`config.mk`:
```
export PLATFORM = sky130hd
export DESIGN_NAME = fb_swap_ctrl
export DESIGN_NICKNAME = d
export VERILOG_FILES = /design/src/rtl/fb_swap_ctrl.sv
export SDC_FILE = /design/constraint.sdc
export NUM_CORES = 1
export LEC_CHECK = 0
export CORE_ASPECT_RATIO = 0.75
export CORE_MARGIN = 8
export CORE_UTILIZATION = 35
export CTS_CLUSTER_DIAMETER = 100
export DETAILED_ROUTE_END_ITERATION = 8
export HOLD_SLACK_MARGIN = 0.1
export SYNTH_ARGS = -nofsm -noshare
export SYNTH_HDL_FRONTEND = slang
export SYNTH_SLANG_ARGS = --single-unit
export TNS_END_PERCENT = 20
```
`constraint.sdc`:
```
create_clock -name clk -period 3.73 [get_ports clk]
set_clock_uncertainty 0.1 [all_clocks]
set_input_delay 0.373 -clock clk [delete_from_list [all_inputs] [get_ports clk]]
set_output_delay 0.373 -clock clk [all_outputs]
set_load 0.01 [all_outputs]
```
`src/rtl/fb_swap_ctrl.sv`:
```
// fb_swap_ctrl - write-side sequencer and buffer-swap controller for a
// double-buffered framebuffer.
//
// The renderer streams pixels over a valid/ready handshake. Each accepted pixel
// is written into the back buffer one cycle later. When the last pixel of a
// frame is accepted, the stream is stalled. On the next display vsync the
// controller toggles `selection`, so the completed frame becomes the front
// buffer without tearing.
//
// Bank polarity: selection=1 -> display reads bank 1 and writes go to bank 2.
//                selection=0 -> display reads bank 2 and writes go to bank 1.
//
// Optional feature (macro FB_SWAP_STATS_EN):
//   When defined, two saturating 16-bit statistics counters are added:
//   repeat_cnt (vsyncs that repeat the current front frame) and
//   resync_cnt (start-of-frame markers that arrive mid-frame).
//
// Ports:
//   clk          single clock for this block and the framebuffer write port
//   rst          synchronous, active-high reset
//   s_data       pixel from renderer
//   s_valid      s_data valid
//   s_sof        start-of-frame marker, qualified by s_valid
//   s_ready      block accepts a beat this cycle (combinational from state/rst)
//   vsync_pulse  one-cycle display frame boundary, synchronous to clk
//   wdata        framebuffer write data
//   waddr        framebuffer write address
//   we           framebuffer write enable
//   selection    framebuffer bank select
//   swap_pulse   one-cycle pulse coinciding with the first cycle of new selection
//   frame_ready  back buffer complete, awaiting vsync
//   repeat_cnt   (FB_SWAP_STATS_EN only) vsyncs seen while writing
//   resync_cnt   (FB_SWAP_STATS_EN only) mid-frame start-of-frame resyncs

module fb_swap_ctrl #(
    parameter int DATA_WIDTH   = 20,
    parameter int ADDR_WIDTH   = 14,
    parameter int FRAME_PIXELS = 16384
) (
    input  logic                  clk,
    input  logic                  rst,
    input  logic [DATA_WIDTH-1:0] s_data,
    input  logic                  s_valid,
    input  logic                  s_sof,
    output logic                  s_ready,
    input  logic                  vsync_pulse,
    output logic [DATA_WIDTH-1:0] wdata,
    output logic [ADDR_WIDTH-1:0] waddr,
    output logic                  we,
    output logic                  selection,
    output logic                  swap_pulse,
    output logic                  frame_ready
`ifdef FB_SWAP_STATS_EN
    ,
    output logic [15:0]           repeat_cnt,
    output logic [15:0]           resync_cnt
`endif
);

    localparam logic [0:0] ST_WRITE     = 1'b0;
    localparam logic [0:0] ST_WAIT_SWAP = 1'b1;

    // One extra bit so FRAME_PIXELS == 2**ADDR_WIDTH cannot wrap the compare.
    localparam logic [ADDR_WIDTH:0] LAST_ADDR = (ADDR_WIDTH + 1)'(FRAME_PIXELS - 1);

    logic [0:0]            state_q,      state_d;
    logic [ADDR_WIDTH-1:0] wr_cnt_q,     wr_cnt_d;
    logic                  selection_q,  selection_d;
    logic                  swap_pulse_q, swap_pulse_d;
    logic                  we_q,         we_d;
    logic [ADDR_WIDTH-1:0] waddr_q,      waddr_d;
    logic [DATA_WIDTH-1:0] wdata_q,      wdata_d;

    logic                  accept_s;
    logic [ADDR_WIDTH-1:0] addr_s;
    logic                  last_s;
    logic                  resync_s;

    // Handshake and address selection. A start-of-frame marker always restarts
    // the frame at address 0, whatever the counter holds.
    always_comb begin
        s_ready  = (state_q == ST_WRITE) & ~rst;
        accept_s = s_valid & s_ready;
        if (s_sof) begin
            addr_s = '0;
        end else begin
            addr_s = wr_cnt_q;
        end
        last_s   = ({1'b0, addr_s} == LAST_ADDR);
        resync_s = accept_s & s_sof & (wr_cnt_q != '0);
    end

    // Next-state logic for the frame sequencer, write port and bank select.
    always_comb begin
        state_d      = state_q;
        wr_cnt_d     = wr_cnt_q;
        selection_d  = selection_q;
        swap_pulse_d = 1'b0;
        we_d         = 1'b0;
        waddr_d      = waddr_q;
        wdata_d      = wdata_q;
        case (state_q)
            ST_WRITE: begin
                // vsync is deliberately ignored here: the display simply
                // repeats the current front frame.
                if (accept_s) begin
                    we_d    = 1'b1;
                    waddr_d = addr_s;
                    wdata_d = s_data;
                    if (last_s) begin
                        wr_cnt_d = '0;
                        state_d  = ST_WAIT_SWAP;
                    end else begin
                        wr_cnt_d = addr_s + ADDR_WIDTH'(1);
                    end
                end else begin
                    we_d = 1'b0;
                end
            end
            ST_WAIT_SWAP: begin
                // The final pixel's write was registered on the edge that
                // entered this state. Any toggle therefore lands no earlier
                // than the edge after it, so that write stays in the old bank.
                if (vsync_pulse) begin
                    selection_d  = ~selection_q;
                    swap_pulse_d = 1'b1;
                    state_d      = ST_WRITE;
                    wr_cnt_d     = '0;
                end else begin
                    state_d = ST_WAIT_SWAP;
                end
            end
            default: begin
                state_d  = ST_WRITE;
                wr_cnt_d = '0;
            end
        endcase
    end

    // State and output registers with synchronous reset.
    always_ff @(posedge clk) begin
        if (rst) begin
            state_q      <= ST_WRITE;
            wr_cnt_q     <= '0;
            selection_q  <= 1'b0;
            swap_pulse_q <= 1'b0;
            we_q         <= 1'b0;
            waddr_q      <= '0;
            wdata_q      <= '0;
        end else begin
            state_q      <= state_d;
            wr_cnt_q     <= wr_cnt_d;
            selection_q  <= selection_d;
            swap_pulse_q <= swap_pulse_d;
            we_q         <= we_d;
            waddr_q      <= waddr_d;
            wdata_q      <= wdata_d;
        end
    end

    assign wdata       = wdata_q;
    assign waddr       = waddr_q;
    assign we          = we_q;
    assign selection   = selection_q;
    assign swap_pulse  = swap_pulse_q;
    assign frame_ready = (state_q == ST_WAIT_SWAP);

`ifdef FB_SWAP_STATS_EN
    logic [15:0] repeat_cnt_q, repeat_cnt_d;
    logic [15:0] resync_cnt_q, resync_cnt_d;

    // Saturating statistics counters.
    always_comb begin
        repeat_cnt_d = repeat_cnt_q;
        resync_cnt_d = resync_cnt_q;
        if (vsync_pulse && (state_q == ST_WRITE) && (repeat_cnt_q != 16'hFFFF)) begin
            repeat_cnt_d = repeat_cnt_q + 16'd1;
        end else begin
            repeat_cnt_d = repeat_cnt_q;
        end
        if (resync_s && (resync_cnt_q != 16'hFFFF)) begin
            resync_cnt_d = resync_cnt_q + 16'd1;
        end else begin
            resync_cnt_d = resync_cnt_q;
        end
    end

    // Statistics registers.
    always_ff @(posedge clk) begin
        if (rst) begin
            repeat_cnt_q <= 16'd0;
            resync_cnt_q <= 16'd0;
        end else begin
            repeat_cnt_q <= repeat_cnt_d;
            resync_cnt_q <= resync_cnt_d;
        end
    end

    assign repeat_cnt = repeat_cnt_q;
    assign resync_cnt = resync_cnt_q;
`else
    // Resync detection only feeds the statistics counters.
    logic unused_s;
    assign unused_s = resync_s;
`endif

endmodule

```
==> impl_metrics.ini, run 1 <==
[clock_tree]
htree_levels = 2
hold_buffers = 0
cts_resized = 0
post_cts_buffers = 0
cts.sinks = 52
cts-buffers-inserted = 5
cts_tree = yes
clk_pin_slew_ns = 0.10
clk_latency_ns = 0.30
clk_path_buf_depth = 2
root_buffer = clkbuf_8

[synthesis]
synth_fa_ha_area_frac = 0.00558
postSynthNetCount = 286
synth_compound_area_frac = 0.108
synth.area.mux_share = 0.00502
ys_seq_area_frac = 0.464
async_flop_share = 0
synth_top_family_by_area = simple AND/OR/NAND/NOR gates
synth_xor_area_frac = 0.00781
ys_warn_count = 0
ys_seq_elements = 52
synth.distinct_cells = 43
syn_inst = 260
yosys.area_share.simple = 0.364
avgSynthCellArea_um2 = 8.63
synth_edf_count = 0
synth_ff_type = dfxtp_1
netlist_area_mm2 = 0.00224

[routing]
drt_pass1_iterations = 4
wirelength_mm = 5.86
vias = 1990
drt-wirelength-per-cell_um = 14.7
drt_iter0_drc = 133
drc = 0
drtAntennaViolNets = 0
via_per_inst = 5.00

[global_route]
antenna_found_initial = 0
grt_pass1_wl_mm = 9.52
grt_pass1_vias = 1859
grt_overflow_total = 0
grt_use_total = 0.127
grt_max_degree = 50

[timing]
finalMaxSlewViolations = 0
fin_hold_ws_ns = 0.359
tightest_slew_ns = 0.690
max_clock_freq_ghz = 0.412
slew_headroom = 0.540
hold_violations = 0
setup_violations = 0
min_period_ns = 2.43
rsz0062_at_grt = false
setup_tns_ns = 0
fin_crit_sh = 0.651

[placed_design]
hpwl_mm = 3.91
placed_area_mm2 = 0.00290
place_congestion = 0.749
portBuffers = 63

[setup_path]
setup.worst_path.start_class = input port
r2r_cells = 7
reg2reg_to = wr_cnt_q[9]$_SDFFE_PP0P_
rrSetupSlack_ns = 1.50
crit_fanout = 9
required_ns = 3.82
reg2reg_from = wr_cnt_q[0]$_SDFFE_PP0P_
end_kind = flop
worst-endpoint-arrival_ns = 2.52
critPathKind = input port to flop

[worst_hold_path]
min-delay-start = waddr[4]$_SDFFE_PP0P_
min_to = waddr[4]$_SDFFE_PP0P_
hold_class = flop to flop
worstHoldPathCells = 2

[floorplanning]
core_mm2 = 0.00626
initial_core_util = 0.359
num_rows = 25
die_y_um = 85.3
ios = 64
fp.dieW_um = 108
die-area_mm2 = 0.00925

[run]
cap_violations = 0

[final_layout]
final_nets = 342
mostFrequentLayoutCells = 64 x nand2_1, 63 x clkdlybuf4s50_1, 52 x dfxtp_1
final_area_mm2 = 0.00300
insertedDiodeCount = 0
drive_above_1_share = 0.0662
mostFrequentLayoutCell = nand2_1
area_growth_pct = 33.6

[power]
leakage_nw = 1.12
ir_worst_vdd_mv = 0.137
power-per-cell-area_mw_per_mm2 = 351

[run_status]
status = complete, no violations
-- area by class of cell --
cell class / count / area (um2)
Tap cell: 81 / 101
Clock inverter: 1 / 7.51
Multi-Input combinational cell: 189 / 1100
Clock buffer: 7 / 86.3
Inverter: 2 / 8.76
Timing Repair Buffer: 66 / 653
Sequential cell: 52 / 1040
Fill cell: 625 / 3260
-- cell usage after synthesis, types with 2 or more instances --
cell type  count  area share
buf_4          2      0.0067
nor2b_1        4       0.011
buf_6          2       0.010
a31oi_1        6       0.017
nand3b_1      36        0.12
dfxtp_1       52        0.46
o21ai_0        8       0.018
nor2_2         2      0.0056
a32oi_1        2      0.0078
or3b_1         2      0.0078
a21oi_1       12       0.027
nand2_1       64        0.11
a22o_1         2      0.0078
nand3_1        8       0.018
nor2_1        13       0.022
nand4_1        3      0.0084
a22oi_1        2      0.0067
nand2b_1       4       0.011
clkbuf_1      11       0.018
a21oi_4        2       0.015
-- metrics by stage --
stage	power, mW	util	instances	setup WS (ns)
6_report	1.05	0.479	398	1.30
5_1_grt	1.11	0.479	398	1.16
4_1_cts	1.07	0.479	398	1.31
3_5_place_dp	0.725	0.464	390	0.997
3_3_place_gp	0.725	0.464	390	1.02
2_1_floorplan	0.654	-	260	1.44
-- state kept, by name, indices dropped and copies added, names as in the netlist --
| signal | count |
|---|---|
| frame_ready | 1 |
| selection | 1 |
| swap_pulse | 1 |
| waddr | 14 |
| wdata | 20 |
| we | 1 |
| wr_cnt_q | 14 |
-- worst max-delay path by stage --
stage	endpoint	cells past startpoint	slack, ns	from
floorplan	wr_cnt_q[9]$_SDFFE_PP0P_	9	1.44	s_sof
global placement	wr_cnt_q[9]$_SDFFE_PP0P_	8	1.02	s_sof
detailed placement	wr_cnt_q[9]$_SDFFE_PP0P_	8	1.0	s_sof
CTS	wr_cnt_q[9]$_SDFFE_PP0P_	8	1.31	s_sof
global route	wr_cnt_q[9]$_SDFFE_PP0P_	8	1.16	s_sof
finish	wr_cnt_q[9]$_SDFFE_PP0P_	8	1.30	s_sof
-- layer usage --
layer,GRT usage,routed length (um),vias up,part of all wire
li1,-,-,1010,-
met1,0.170,2920,945,0.50
met2,0.192,2670,33,0.46
met3,0.0303,217,2,0.037
met4,0.0483,55,0,0.0094
met5,0,0,-,0
-- cells by family after synthesis --
| logic type | after synthesis |
|---|---|
| DFF | 52 |
| adders and majority gates | 1 |
| muxes | 1 |
| and+or+nand+nor | 148 |
| xor gates and xnor gates | 2 |
| buffers and inverters | 19 |
| AOI/OAI and AO/OA | 37 |
-- worst max-delay path, cell delays in order --
cell	delay, ns
clkdlybuf4s50_1	0.48
nor2b_1	0.24
ha_1	0.28
nand3_4	0.13
nor4_4	0.55
a21oi_4	0.18
a41oi_1	0.24
a31oi_1	0.05
-- power by group --
group          leakage, nW  switching, mW  internal (mW)
combinational        0.652         0.0592         0.0702
sequential           0.424        0.00870          0.573
clock               0.0445          0.191          0.151
No activity file was read; power rests on OpenSTA's default activity.
==> run 2, diff against run 1 <==
- clock period: 3.73 -> 2.4 ns (I/O delays scaled with it)
==> impl_metrics.ini, run 2 (synthesized netlist as in run 1, its figures left out) <==
[final_layout]
nFillCells = 623
area_growth_pct = 37.0
utilization = 0.491
mostFrequentLayoutCell = nand2_1
largest_reg_flops = 20
final_nets = 353
instances_no_fill = 409
insertedDiodeCount = 0
drive_above_1_share = 0.0976
mostFrequentLayoutCells = 64 x nand2_1, 63 x clkdlybuf4s50_1, 52 x dfxtp_1

[global_route]
antenna_found_initial = 0
grt_pass1_wl_mm = 9.77
grt_use_total = 0.131
grt_max_degree = 50
grt_overflow_total = 0
grt_pass1_vias = 1902

[floorplanning]
core_mm2 = 0.00626
ios = 64
fp.dieW_um = 108
die_y_um = 85.3
initial_core_util = 0.359
die-area_mm2 = 0.00925
num_rows = 25

[routing]
drt_pass1_iterations = 4
via_per_inst = 4.79
wirelength_mm = 6.02
drc = 0
vias = 1960
drtAntennaViolNets = 0
drt-wirelength-per-cell_um = 14.7
drt_iter0_drc = 75

[placed_design]
hpwl_mm = 4.25
placedCellCount = 401
pre_cts_slack_ns = -0.0260
portBuffers = 63
place_congestion = 0.829

[timing]
tightest_slew_ns = 0.650
setup_ws_ns = 0.286
setup_tns_ns = 0
max_clock_freq_ghz = 0.473
hold_violations = 0
finalMaxSlewViolations = 0
fin_hold_ws_ns = 0.355
rsz0062_at_grt = false
fin_crit_sh = 0.881
setup_violations = 0
slew_headroom = 0.567
min_period_ns = 2.11

[power]
share_seq_of_total_power = 0.558
p_sw_mw = 0.405
netSwitchingFraction = 0.250
leakage_nw = 1.17
comb_power_share = 0.130
power-per-cell-area_mw_per_mm2 = 527
clockPowerShare = 0.312
power.internal_mw = 1.21
ir_worst_vdd_mv = 0.264

[clock_tree]
clk_pin_slew_ns = 0.09
hold_buffers = 0
cts.sinks = 52
post_cts_buffers = 0
cts_tree = yes
clk_path_buf_depth = 2
htree_levels = 2
clk_latency_ns = 0.30
cts_resized = 0
root_buffer = clkbuf_8
cts-buffers-inserted = 5

[setup_path]
required_ns = 2.49
end_kind = flop
critPathKind = input port to flop
crit_fanout = 9
worst-endpoint-arrival_ns = 2.21
setup.worst_path.start_class = input port

[worst_hold_path]
hold_class = input port to flop

[run]
cap_violations = 0

[run_status]
status = complete, no violations
[run 2: changes by cell type in the layout (fill, tap and decap cells not counted)]
cell | previous run | this run
clkbuf_8 | 6 | 5
buf_4 | 3 | 14
clkinv_4 | 0 | 1
[run 2: worst paths after layout]
check	to	depth (start not counted)	from	slack (ns)
min reg2reg	waddr[4]$_SDFFE_PP0P_	2	waddr[4]$_SDFFE_PP0P_	0.36
max reg2reg	wr_cnt_q[9]$_SDFFE_PP0P_	8	wr_cnt_q[0]$_SDFFE_PP0P_	0.33
max	wr_cnt_q[9]$_SDFFE_PP0P_	9	s_sof	0.29
min	wdata[2]$_SDFFE_PP0P_	3	s_data[2]	0.36
[run 2: metal layers]
| layer | global-route usage | share of wire | vias up |
|---|---|---|---|
| met5 | 0 | 0 | - |
| met4 | 0.0397 | 0.0091 | 0 |
| met3 | 0.0333 | 0.041 | 4 |
| met2 | 0.201 | 0.46 | 32 |
| met1 | 0.176 | 0.49 | 896 |
| li1 | - | - | 1028 |
[run 2: power by group through the flow]
stage	Clock (mW)	Combinational [mW]	Sequential [mW]
6_report	0.505	0.210	0.904
5_1_grt	0.561	0.228	0.908
4_1_cts	0.525	0.214	0.904
3_5_place_dp	0	0.213	0.924
3_3_place_gp	0	0.212	0.923
2_1_floorplan	0	0.0812	0.935
[run 2: critical path, cell delays in order]
cell	delay [ns]
clkdlybuf4s50_1	0.47
nor2b_1	0.19
ha_1	0.26
nand3_4	0.10
nor4_4	0.37
buf_4	0.20
a21oi_4	0.10
a41oi_1	0.22
a31oi_1	0.05
[run 2: area by class of cell]
type / instances / area [um2] / share of cell area
tap: 81 / 101 / 0.0330
multi-input combinational: 189 / 1100 / 0.357
clock inverter: 2 / 16.3 / 0.00529
timing repair buffer: 77 / 736 / 0.239
inverter: 2 / 8.76 / 0.00285
sequential: 52 / 1040 / 0.339
clock buffer: 6 / 72.6 / 0.0236
[run 2: metrics by stage]
stage | instance area (um2) | power, mW
after global placement | 2990 | 1.13
final | 3070 | 1.62
after floorplan | 2240 | 1.02
after CTS | 3070 | 1.64
after global routing | 3070 | 1.70
after detailed placement | 2990 | 1.14
